--- src/rtl/imm_pkg.sv ---
`default_nettype none
// ----------------------------------------------------------------------------
// imm_pkg : shared widths, immediate type and select encodings
// Rev 1.0
// ----------------------------------------------------------------------------
package imm_pkg;

  localparam int CIN_WIDTH_DEF = 11;
  localparam int SIN_WIDTH_DEF = 5;
  localparam int IMM_WIDTH_DEF = 16;

  typedef logic signed [IMM_WIDTH_DEF-1:0] imm_t;

  localparam logic IMM_SEL_SIN = 1'b0;
  localparam logic IMM_SEL_CIN = 1'b1;

endpackage : imm_pkg
`default_nettype wire

--- src/rtl/imm_extend_shift.sv ---
`default_nettype none
// ----------------------------------------------------------------------------
// imm_extend_shift : extends cin (signed) or sin (unsigned) and scales by 2
// Rev 1.0
// ----------------------------------------------------------------------------
module imm_extend_shift
  import imm_pkg::*;
#(
  parameter int CIN_WIDTH = CIN_WIDTH_DEF,
  parameter int SIN_WIDTH = SIN_WIDTH_DEF,
  parameter int IMM_WIDTH = IMM_WIDTH_DEF
) (
  input  logic [CIN_WIDTH-1:0] i_cin,
  input  logic [SIN_WIDTH-1:0] i_sin,
  input  logic                 i_select,
  input  logic                 i_double,
  output logic [IMM_WIDTH-1:0] o_imm
);

  logic [IMM_WIDTH-1:0] w_cin_ext;
  logic [IMM_WIDTH-1:0] w_sin_ext;

  // Shifts act on the widened value; the extra headroom bit keeps the sign.
  assign w_cin_ext = {{(IMM_WIDTH-CIN_WIDTH){i_cin[CIN_WIDTH-1]}}, i_cin};
  assign w_sin_ext = {{(IMM_WIDTH-SIN_WIDTH){1'b0}}, i_sin};

  always_comb begin
    o_imm = w_sin_ext << 1;
    if (i_select == IMM_SEL_CIN) begin
      o_imm = i_double ? (w_cin_ext << 1) : w_cin_ext;
    end
  end

endmodule : imm_extend_shift
`default_nettype wire

--- src/rtl/immediate_generator.sv ---
`default_nettype none
// ----------------------------------------------------------------------------
// immediate_generator : registered immediate extension for the datapath
// Rev 1.0
// ----------------------------------------------------------------------------
module immediate_generator
  import imm_pkg::*;
#(
  parameter int CIN_WIDTH = CIN_WIDTH_DEF,
  parameter int SIN_WIDTH = SIN_WIDTH_DEF,
  parameter int IMM_WIDTH = IMM_WIDTH_DEF
) (
  input  logic                        clk,
  input  logic                        rst_n,
  input  logic [CIN_WIDTH-1:0]        cin,
  input  logic [SIN_WIDTH-1:0]        sin,
  input  logic                        Select,
  input  logic                        Double,
  output logic signed [IMM_WIDTH-1:0] imm
);

  generate
    if ((IMM_WIDTH < CIN_WIDTH + 1) || (IMM_WIDTH < SIN_WIDTH + 1)) begin : g_bad_width
      $error("immediate_generator: IMM_WIDTH must exceed CIN_WIDTH and SIN_WIDTH by at least 1");
    end
  endgenerate

  logic [IMM_WIDTH-1:0] imm_d;
  logic [IMM_WIDTH-1:0] imm_q;

  imm_extend_shift #(
    .CIN_WIDTH (CIN_WIDTH),
    .SIN_WIDTH (SIN_WIDTH),
    .IMM_WIDTH (IMM_WIDTH)
  ) u_ext (
    .i_cin    (cin),
    .i_sin    (sin),
    .i_select (Select),
    .i_double (Double),
    .o_imm    (imm_d)
  );

  // No enable: the register reloads every cycle.
  always_ff @(posedge clk or negedge rst_n) begin
    if (!rst_n) begin
      imm_q <= '0;
    end else begin
      imm_q <= imm_d;
    end
  end

  assign imm = $signed(imm_q);

endmodule : immediate_generator
`default_nettype wire

--- config.mk ---
export PLATFORM = sky130hd
export DESIGN_NAME = immediate_generator
export DESIGN_NICKNAME = d
export VERILOG_FILES = /design/src/rtl/imm_pkg.sv /design/src/rtl/imm_extend_shift.sv /design/src/rtl/immediate_generator.sv
export SDC_FILE = /design/constraint.sdc
export NUM_CORES = 1
export LEC_CHECK = 0
export ABC_CLOCK_PERIOD_IN_PS = 2200
export BUFFER_PORTS_ARGS = -buffer_cell sky130_fd_sc_hd__clkbuf_2
export CAP_MARGIN = 20
export CORE_AREA = 2 2 39 41
export DETAILED_ROUTE_END_ITERATION = 7
export DIE_AREA = 0 0 41 43
export PLACE_DENSITY = 0.78
export SKIP_LAST_GASP = 1
export SYNTH_ARGS = -nofsm -noshare
export SYNTH_HDL_FRONTEND = slang
export SYNTH_SLANG_ARGS = --single-unit
--- constraint.sdc ---
create_clock -name clk -period 2.2 [get_ports clk]
set_clock_uncertainty 0.1 [all_clocks]
set_input_delay 0.33 -clock clk [delete_from_list [all_inputs] [get_ports clk]]
set_output_delay 0.33 -clock clk [all_outputs]
set_load 0.03 [all_outputs]
======== After elaboration in Yosys (flattened, before gate mapping) ========
Index checks and enable logic that the tools add are counted.
storage, ports and cells
  flip-flop bits (word level) ............. 16
  bits in latches ......................... 0
  memory bits (writable) .................. 0
  memory bits (read-only) ................. 0
  bits of input ports ..................... 20
  output and inout bits ................... 16
  memories ................................ 0
cells by class
  $add $sub $neg .......................... 0
  multiply operators ...................... 0
  div/mod/pow operators ................... 0
  order comparisons ....................... 0
  equal/unequal tests ..................... 0
  shift operators ......................... 0
  multiplexer cells ....................... 2
  bitwise gates (word level) .............. 0
  reduce and logical (&&, ||, !) cells .... 0
operators with widths
  kind                count
  two-way mux 16 bit  1
  two-way mux 11 bit  1

======== Depth between registers and ports, before layout ========
Gate-level depths: netlist of the first run.
  word-level depth ........................ 2
  gate-level depth with buffers ........... 3
  mapped depth without buffers ............ 2

======== Modules after synthesis ========
Synthesis of the first run repeated with hierarchy kept, for this count alone.
unflattened totals
  cells, all modules ...................... 49
  area, all modules ....................... 638.1 µm²
by module, submodules not included
  module               times used  cells an instance  area each (µm²)  seq. area each (µm²)
  immediate_generator  1           16                 400.4            400.4
  imm_extend_shift     1           33                 237.7            0.0

======== Worst setup path before layout of the first run ========
No wires, ideal clock.
  path kind ............................... reg-to-output
  start point ............................. register imm[14] (netlist name)
  end point ............................... output imm[12]
  arrival time ............................ 758 ps
  data required time ...................... 1770 ps
  slack ................................... 1012 ps
  cell stages (with the launch flop) ...... 2
  path through ............................ dfrtp_1 buf_4
RTL lines
  item           line                       source
  end, declared  immediate_generator.sv:19  output logic signed [IMM_WIDTH-1:0] imm

======== Worst setup path in the final report of the first run ========
  start point ............................. register imm_q[14], in the netlist imm[14]
  end point ............................... output imm[14]
RTL lines
  item                    line                       source
  start, declared         immediate_generator.sv:29  logic [IMM_WIDTH-1:0] imm_q;
  start signal, assigned  immediate_generator.sv:48  imm_q <= imm_d;
No word-level cell between the ends.

==> qor.txt, run 1 <==
status: finished, final reports clean
total power: 482 uW
pre-CTS worst setup slack: 1.01 ns
Ys Warns: 0
Power Density: 672 nW/um^2
post-synth cell types: 10
Worst slew margin: 78.1%
Nets: 101
fin cells: 95
endpoints failing setup: 0
WL final: 1020 um
Root Driver: clkbuf_4
Post-Syn Instances: 46
met3 Resource Use GR: 1.57%
commonest non-fill, non-tap cell in the layout: clkbuf_2
post-CTS resize count: 0
DR vias: 445
final setup TNS: 0 ns
CP arrival: 0.88 ns
final max-slew violation count: 0
routed length per placed instance: 10.8 um
ant diodes: 0
most frequent cells in the layout: 35 x clkbuf_2, 12 x dfrtp_1, 10 x mux2i_1, 6 x nor2_1
share of post-route cells with drive strength above 1: 48.1%
met2 GRT Util: 20.9%
Top Family by Delay on Critical Path: flip-flops
routed vias/inst: 4.68
Peak Freq: 765 MHz
footprint of the multi-input gates: 189 um^2
DIE WIDTH: 41 um
met1 Track Usage GR: 13.1%
clock power share: 26.3%
Area Overhead vs Synth: 33.9%
Synth top area share: 56.1%
placed cells: 91
global-route wire length before repair: 1440 um
FF+latch count, synth: 12
remaining global-route overflow: 0
largest net degree at the start of global routing: 18
H-tree levels: 1
Area contributors post-synth: dfrtp_1 56%, mux2i_1 19%, nor2b_1 5.8%
ANT nets after route: 0
worst-margin pin slew: 0.329 ns
critical-path cell list: clkbuf_2
core footprint: 1380 um^2
Crit Path Max Fanout: 5
CTS tree: done
Critical-path top delay cell: dfrtp_1
number of clock sinks: 12
Crit. End Element: output port
GPL Wtd Cong: 0.703
final setup margin: 0.893 ns
post-synthesis cell area: 536 um^2
vias in the first global route: 367
GRT busiest layer: met2
Post-Syn Area per Cell: 11.6 um^2
die height: 43 um
Hold Slack: 0.177 ns
combinational power share: 23.9%
first-pass iteration count of the detailed router: 4
Peak VDD IR: 0.305 mV
post-synthesis sequential area ratio: 56.1%
unrepaired setup endpoints after global routing: no
Critical Path RT: 1.77 ns
Bufs and invs on worst path: 1
cell internal pwr: 339 uW
Largest register FFs: 12
# Max-Cap Violations: 0
P_sw: 142 uW
FF/Latch Area: 300 um^2
Residual DRC: 0
cell taking the most area after synthesis: dfrtp_1
fin crit share: 59.4%
Initial DRC Count: 2
Clock transition at path regs: 0.07 ns
dpl hpwl: 819 um
initial antenna violation count: 0
register share of total power: 49.9%
Hold Vio Cnt, Final: 0
Starting Density: 38.7%
CTS buffer count: 3
Total GRT Usage: 12.6%
critical path class: flip-flop to output port
PortBufs: 35
switch share: 29.5%
die area: 1760 um^2
IO Pins: 36
Max stage delay on crit path: 0.39 ns
Filler cells: 128
clock buffer depth: 2
Startpoint Class: flip-flop
Final min period: 1.31 ns
Hold Path Class: primary input to flip-flop
LEAKAGE: 0.000407 uW
post-synthesis net count: 66
Rows: 14
## cells by family after synthesis
logic type / share of synthesized area [%]
compound gates: 4.67
buf+inv: 8.64
flops: 56.1
mux: 18.7
simple gates: 11.9
## what timing repair did
action | in CTS | in global routing
setup endpoints to repair | 0 | 0
buffers inserted | 0 | 0
endpoints found under the hold margin | 12 | 0
hold buffers | 1 | 0
## final cells by class
type | instances | area share (%)
Sequential cell | 12 | 41.9
Multi-Input combinational cell | 28 | 26.4
Timing Repair Buffer | 36 | 25.8
Clock buffer | 3 | 3.14
Tap cell | 16 | 2.79
## per-layer routing
| metal | vias up | share of wire (%) |
|---|---|---|
| met5 | - | 0 |
| met4 | 0 | 1.4 |
| met3 | 2 | 5.9 |
| met2 | 18 | 58 |
| met1 | 208 | 35 |
| li1 | 217 | - |
## per-stage QoR
step / utilization [%] / area, um^2
6_report: 51.8 / 717
2_1_floorplan: - / 536
4_1_cts: 51.8 / 717
5_1_grt: 51.8 / 717
3_5_place_dp: 49.5 / 684
3_3_place_gp: 49.5 / 684
## cell usage after synthesis (all sizes together)
| library cell | count |
|---|---|
| buf | 6 |
| mux2i | 10 |
| nand2 | 1 |
| nor2 | 6 |
| dfrtp | 12 |
| a21oi | 5 |
| nor2b | 5 |
| and2 | 1 |
## path summary, 6_finish.rpt
| path | startpoint | endpoint | cells after the start |
|---|---|---|---|
| min in group asynchronous | rst_n | imm[0]$_DFF_PN0_ | 2 |
| max in group asynchronous | rst_n | imm[6]$_DFF_PN0_ | 2 |
| worst max-delay path | imm[14]$_DFF_PN0_ | imm[14] | 1 |
| worst min-delay path | cin[0] | imm[0]$_DFF_PN0_ | 3 |
## power by group through the flow
stage | Clock, uW | Combinational, uW | Sequential [uW]
3_3_place_gp | 0 | 113 | 244
3_5_place_dp | 0 | 115 | 245
5_1_grt | 143 | 124 | 242
2_1_floorplan | 0 | 42.7 | 277
6_report | 126 | 115 | 240
4_1_cts | 133 | 117 | 240
No activity file was read; power rests on OpenSTA's default activity.
==> inputs of run 2 (changes only) <==
Settings changed: ABC_CLOCK_PERIOD_IN_PS 2200 to 1100, CORE_AREA 2 2 39 41 to not set, CORE_MARGIN set to 2, CORE_UTILIZATION set to 35, DIE_AREA 0 0 41 43 to not set, PLACE_DENSITY 0.78 to 0.72.
Clock period 2.2 ns to 1.1 ns, I/O delays scaled along.
==> qor.txt, run 2 (synthesis results as in run 1) <==
final setup TNS: -0.109 ns (-0.109 ns)
final max-slew violation count: 0 (unchanged)
Final min period: 1.12 ns
Crit Path Max Fanout: 5 (unchanged)
total power: 1060 uW (+120%)
Worst slew margin: 77.5% (-0.52 points)
Critical-path top delay cell: dfrtp_1
unrepaired setup endpoints after global routing: yes
met3 Resource Use GR: 2.55% (+0.98 points)
Top Family by Delay on Critical Path: flip-flops
global-route wire length before repair: 1600 um (+11%)
critical path class: flip-flop to output port
Peak VDD IR: 0.667 mV (+120%)
routed length per placed instance: 10.4 um (-3.8%)
worst-margin pin slew: 0.337 ns (+0.00779 ns)
CP arrival: 0.86 ns (-0.02 ns)
Initial DRC Count: 7 (+5)
GRT busiest layer: met2
clock buffer depth: 2 (unchanged)
Largest register FFs: 12 (unchanged)
Nets: 101 (unchanged)
# Max-Cap Violations: 0 (unchanged)
CTS tree: done
IO Pins: 36 (unchanged)
met2 GRT Util: 19.1% (-1.8 points)
routed vias/inst: 4.58 (-2.2%)
ant diodes: 0 (unchanged)
Max stage delay on crit path: 0.42 ns (+0.03 ns)
Residual DRC: 0 (unchanged)
failing checks: negative setup slack
Power Density: 1390 nW/um^2 (+110%)
core footprint: 1470 um^2 (+6.3%)
share of post-route cells with drive strength above 1: 48.8% (+0.65 points)
ANT nets after route: 0 (unchanged)
die area: 1860 um^2 (+5.4%)
Total GRT Usage: 11.9% (-0.75 points)
commonest non-fill, non-tap cell in the layout: clkbuf_2
LEAKAGE: 0.000424 uW (+4.2%)
DIE WIDTH: 43.1 um (+5.2%)
Peak Freq: 891 MHz
remaining global-route overflow: 0 (unchanged)
H-tree levels: 1 (unchanged)
Layout Utilization: 52.0% (+0.15 points)
GPL Wtd Cong: 0.674 (-4.2%)
most frequent cells in the layout: 20 x clkbuf_2, 12 x dfrtp_1, 10 x mux2i_1
Clock transition at path regs: 0.07 ns (about the same)
Root Driver: clkbuf_4
Hold Vio Cnt, Final: 0 (unchanged)
Bufs and invs on worst path: 1 (unchanged)
Area Overhead vs Synth: 42.8%
met1 Track Usage GR: 14.2% (+1.1 points)
Starting Density: 36.4% (-2.3 points)
number of clock sinks: 12 (unchanged)
fin crit share: 102%
FF/Latch Area: 300 um^2 (unchanged)
Filler cells: 144 (+13%)
footprint of the multi-input gates: 189 um^2 (unchanged)
Startpoint Class: flip-flop
endpoints failing setup: 5 (+5)
vias in the first global route: 382 (+4.1%)
final setup margin: -0.0223 ns (-0.916 ns)
DR vias: 440 (-1.1%)
largest net degree at the start of global routing: 18 (unchanged)
Hold Path Class: primary input to flip-flop
Crit. End Element: output port
first-pass iteration count of the detailed router: 4 (unchanged)
initial antenna violation count: 0 (unchanged)
Setup Fix Bufs, Post-CTS: 0 (unchanged)
WL final: 995 um (-2.7%)
status: complete, but fails checks
Rows: 14 (unchanged)
CTS buffer count: 3 (unchanged)
PortBufs: 35 (unchanged)
critical-path cell list: buf_4
die height: 43.1 um (+0.27%)
Critical Path RT: 0.83 ns (-0.94 ns)
[run 2: changes by cell type in the layout (fill, tap and decap cells not counted)]
| cell | previous run | this run |
|---|---|---|
| buf_2 | 0 | 6 |
| clkbuf_2 | 35 | 20 |
| buf_6 | 0 | 3 |
| buf_4 | 0 | 6 |
| clkbuf_8 | 0 | 1 |
[run 2: final timing paths]
| path | start | to | slack (ns) | depth (start not counted) |
|---|---|---|---|---|
| min in group asynchronous | rst_n | imm[0]$_DFF_PN0_ | 0.22 | 2 |
| worst max-delay path | imm[14]$_DFF_PN0_ | imm[13] | -0.02 | 1 |
| worst min-delay path | cin[0] | imm[0]$_DFF_PN0_ | 0.01 | 3 |
| max in group asynchronous | rst_n | imm[8]$_DFF_PN0_ | 0.46 | 2 |
[run 2: stage by stage]
stage / cell area (um^2) / hold slack, ns / worst slack (ns) / cells
finish: 764 / 0.0122 / -0.0223 / 96
global route: 764 / 0.0213 / -0.0684 / 96
CTS: 743 / 0.00193 / -0.0392 / 96
detailed placement: 684 / -0.0340 / 0.0847 / 91
global placement: 684 / -0.0418 / 0.106 / 91
floorplan: 536 / -0.231 / 0.0770 / 46
[run 2: layer usage]
metal	vias to the layer above	routed length (um)	part of all wire (%)
met5	-	0	0
met4	0	14	1.4
met3	2	61	6.1
met2	18	543	55
met1	199	375	38
li1	221	-	-
[run 2: layout make-up]
class	instances	share of cell area, %
Tap cell	16	2.62
Multi-Input combinational cell	28	24.7
Sequential cell	12	39.3
Timing Repair Buffer	36	28.6
Clock buffer	4	4.75
[run 2: timing repair]
action | CTS | global route
gates resized for setup | 5 | 26
hold buffers | 1 | 0
endpoints found under the hold margin | 12 | 0
endpoints found under the setup margin | 5 | 15
pin swaps | 0 | 0
[run 2: report_power, final]
part           internal [uW]  leakage [uW]  switching, uW
clock                    201     0.0000210            136
combinational           98.7      0.000255            147
sequential               471      0.000147           10.2
total                    770      0.000424            293
==> inputs of run 3 (changes only) <==
Settings changed: CORE_UTILIZATION 35 to 26, PLACE_DENSITY 0.72 to not set.
==> qor.txt, run 3 (synthesis results as in run 1) <==
clock buffer depth: 2 (unchanged)
Residual DRC: 0 (unchanged)
routed vias/inst: 4.04 (-12%)
commonest non-fill, non-tap cell in the layout: clkbuf_2
final max-slew violation count: 0 (unchanged)
die area: 2440 um^2 (+31%)
# Max-Cap Violations: 0 (unchanged)
Nets: 101 (unchanged)
failing checks: negative setup slack
CTS tree: done
Hold Slack: 0.0164 ns (+0.00417 ns)
Top Family by Delay on Critical Path: flip-flops
Clock transition at path regs: 0.07 ns (about the same)
unrepaired setup endpoints after global routing: yes
Total GRT Usage: 9.68% (-2.2 points)
Peak VDD IR: 0.464 mV (-30%)
DIE WIDTH: 49.4 um (+15%)
placed cells: 102 (+12%)
routed length per placed instance: 10.4 um (+0.27%)
die height: 49.4 um (+15%)
PortBufs: 35 (unchanged)
final setup margin: -0.0399 ns (-0.0176 ns)
GPL Wtd Cong: 0.652 (-3.3%)
ant diodes: 0 (unchanged)
initial antenna violation count: 0 (unchanged)
Rows: 16 (+2)
post-route cell area: 786 um^2 (+2.8%)
endpoints failing setup: 5 (unchanged)
GRT busiest layer: met2
remaining global-route overflow: 0 (unchanged)
status: complete, but fails checks
Largest register FFs: 12 (unchanged)
Critical Path RT: 0.83 ns (about the same)
Starting Density: 27.3% (-9.1 points)
LEAKAGE: 0.000424 uW (about the same)
largest net degree at the start of global routing: 18 (unchanged)
Crit Path Max Fanout: 5 (unchanged)
met2 GRT Util: 15.3% (-3.8 points)
Setup Fix Bufs, Post-CTS: 0 (unchanged)
first-pass iteration count of the detailed router: 2 (-2)
Startpoint Class: flip-flop
Filler cells: 211 (+47%)
critical-path cell list: buf_4
IO Pins: 36 (unchanged)
most frequent cells in the layout: 23 x clkbuf_2, 11 x dfrtp_1, 10 x mux2i_1, 6 x nor2_1, 6 x buf_4
share of post-route cells with drive strength above 1: 50.0% (+1.3 points)
global-route wire length before repair: 1730 um (+7.8%)
core footprint: 1960 um^2 (+33%)
Final min period: 1.14 ns (+0.0176 ns)
Worst slew margin: 77.7% (+0.16 points)
Max stage delay on crit path: 0.44 ns (+0.02 ns)
met3 Resource Use GR: 2.45% (-0.099 points)
vias in the first global route: 411 (+7.6%)
WL final: 1110 um (+12%)
Hold Path Class: primary input to flip-flop
Initial DRC Count: 3 (-4)
Peak Freq: 877 MHz (-1.5%)
total power: 1070 uW (+0.84%)
CP arrival: 0.87 ns (about the same)
H-tree levels: 1 (unchanged)
Crit. End Element: output port
fin cells: 107 (+11%)
critical path class: flip-flop to output port
met1 Track Usage GR: 10.7% (-3.5 points)
dpl hpwl: 881 um
CTS buffer count: 3 (unchanged)
Power Density: 1360 nW/um^2 (-1.9%)
Root Driver: clkbuf_4
DR vias: 432 (-1.8%)
worst-margin pin slew: 0.335 ns (-0.00234 ns)
fin crit share: 104% (+1.6 points)
placed inst area: 698 um^2 (+2.0%)
ANT nets after route: 0 (unchanged)
Critical-path top delay cell: dfrtp_2
Bufs and invs on worst path: 1 (unchanged)
number of clock sinks: 12 (unchanged)
Area Overhead vs Synth: 46.7%
Hold Vio Cnt, Final: 0 (unchanged)
run 3: cell count changes in the layout (fill, tap and decap cells not counted), sizes merged:
cell	previous run	this run
buf	15	12
clkbuf	24	27
run 3: metrics by stage:
step                      worst slack, ns  setup TNS [ns]  util [%]
after detailed placement           0.0812               0      35.6
after global routing              -0.0756          -0.340      40.1
final                             -0.0399          -0.167      40.1
after floorplan                    0.0770               0         -
after global placement             0.0952               0      35.6
after CTS                         -0.0487          -0.239      38.7
run 3: layout make-up:
| type | instances | area (um^2) | share of cell area [%] |
|---|---|---|---|
| sequential | 12 | 302 | 38.4 |
| timing repair buffer | 36 | 225 | 28.7 |
| multi-input combinational | 28 | 189 | 24.0 |
| clock buffer | 4 | 36.3 | 4.62 |
| tap | 27 | 33.8 | 4.30 |
run 3: report_power, final:
part | switching [uW] | internal [uW] | leakage [uW] | total (uW)
sequential | 11.3 | 471 | 0.000146 | 483
clock | 138 | 201 | 0.0000210 | 339
combinational | 149 | 101 | 0.000257 | 250
total | 298 | 774 | 0.000424 | 1070
run 3: layer usage:
metal,routed length (um),vias to the layer above
met3,86,2
met1,481,190
met4,19,0
li1,-,217
met2,524,23
met5,0,-
run 3: path summary, 6_finish.rpt:
check	from	end	slack, ns	cells after the start
worst min-delay path	cin[0]	imm[0]$_DFF_PN0_	0.02	3
min in group asynchronous	rst_n	imm[3]$_DFF_PN0_	0.22	2
worst max-delay path	imm[14]$_DFF_PN0_	imm[11]	-0.04	1
max in group asynchronous	rst_n	imm[14]$_DFF_PN0_	0.44	2
run 3: repair_timing:
| item | in CTS | in global routing |
|---|---|---|
| gates resized for setup | 6 | 25 |
| hold buffers | 1 | 0 |
| endpoints found under the hold margin | 12 | 0 |
| setup endpoints to repair | 6 | 12 |
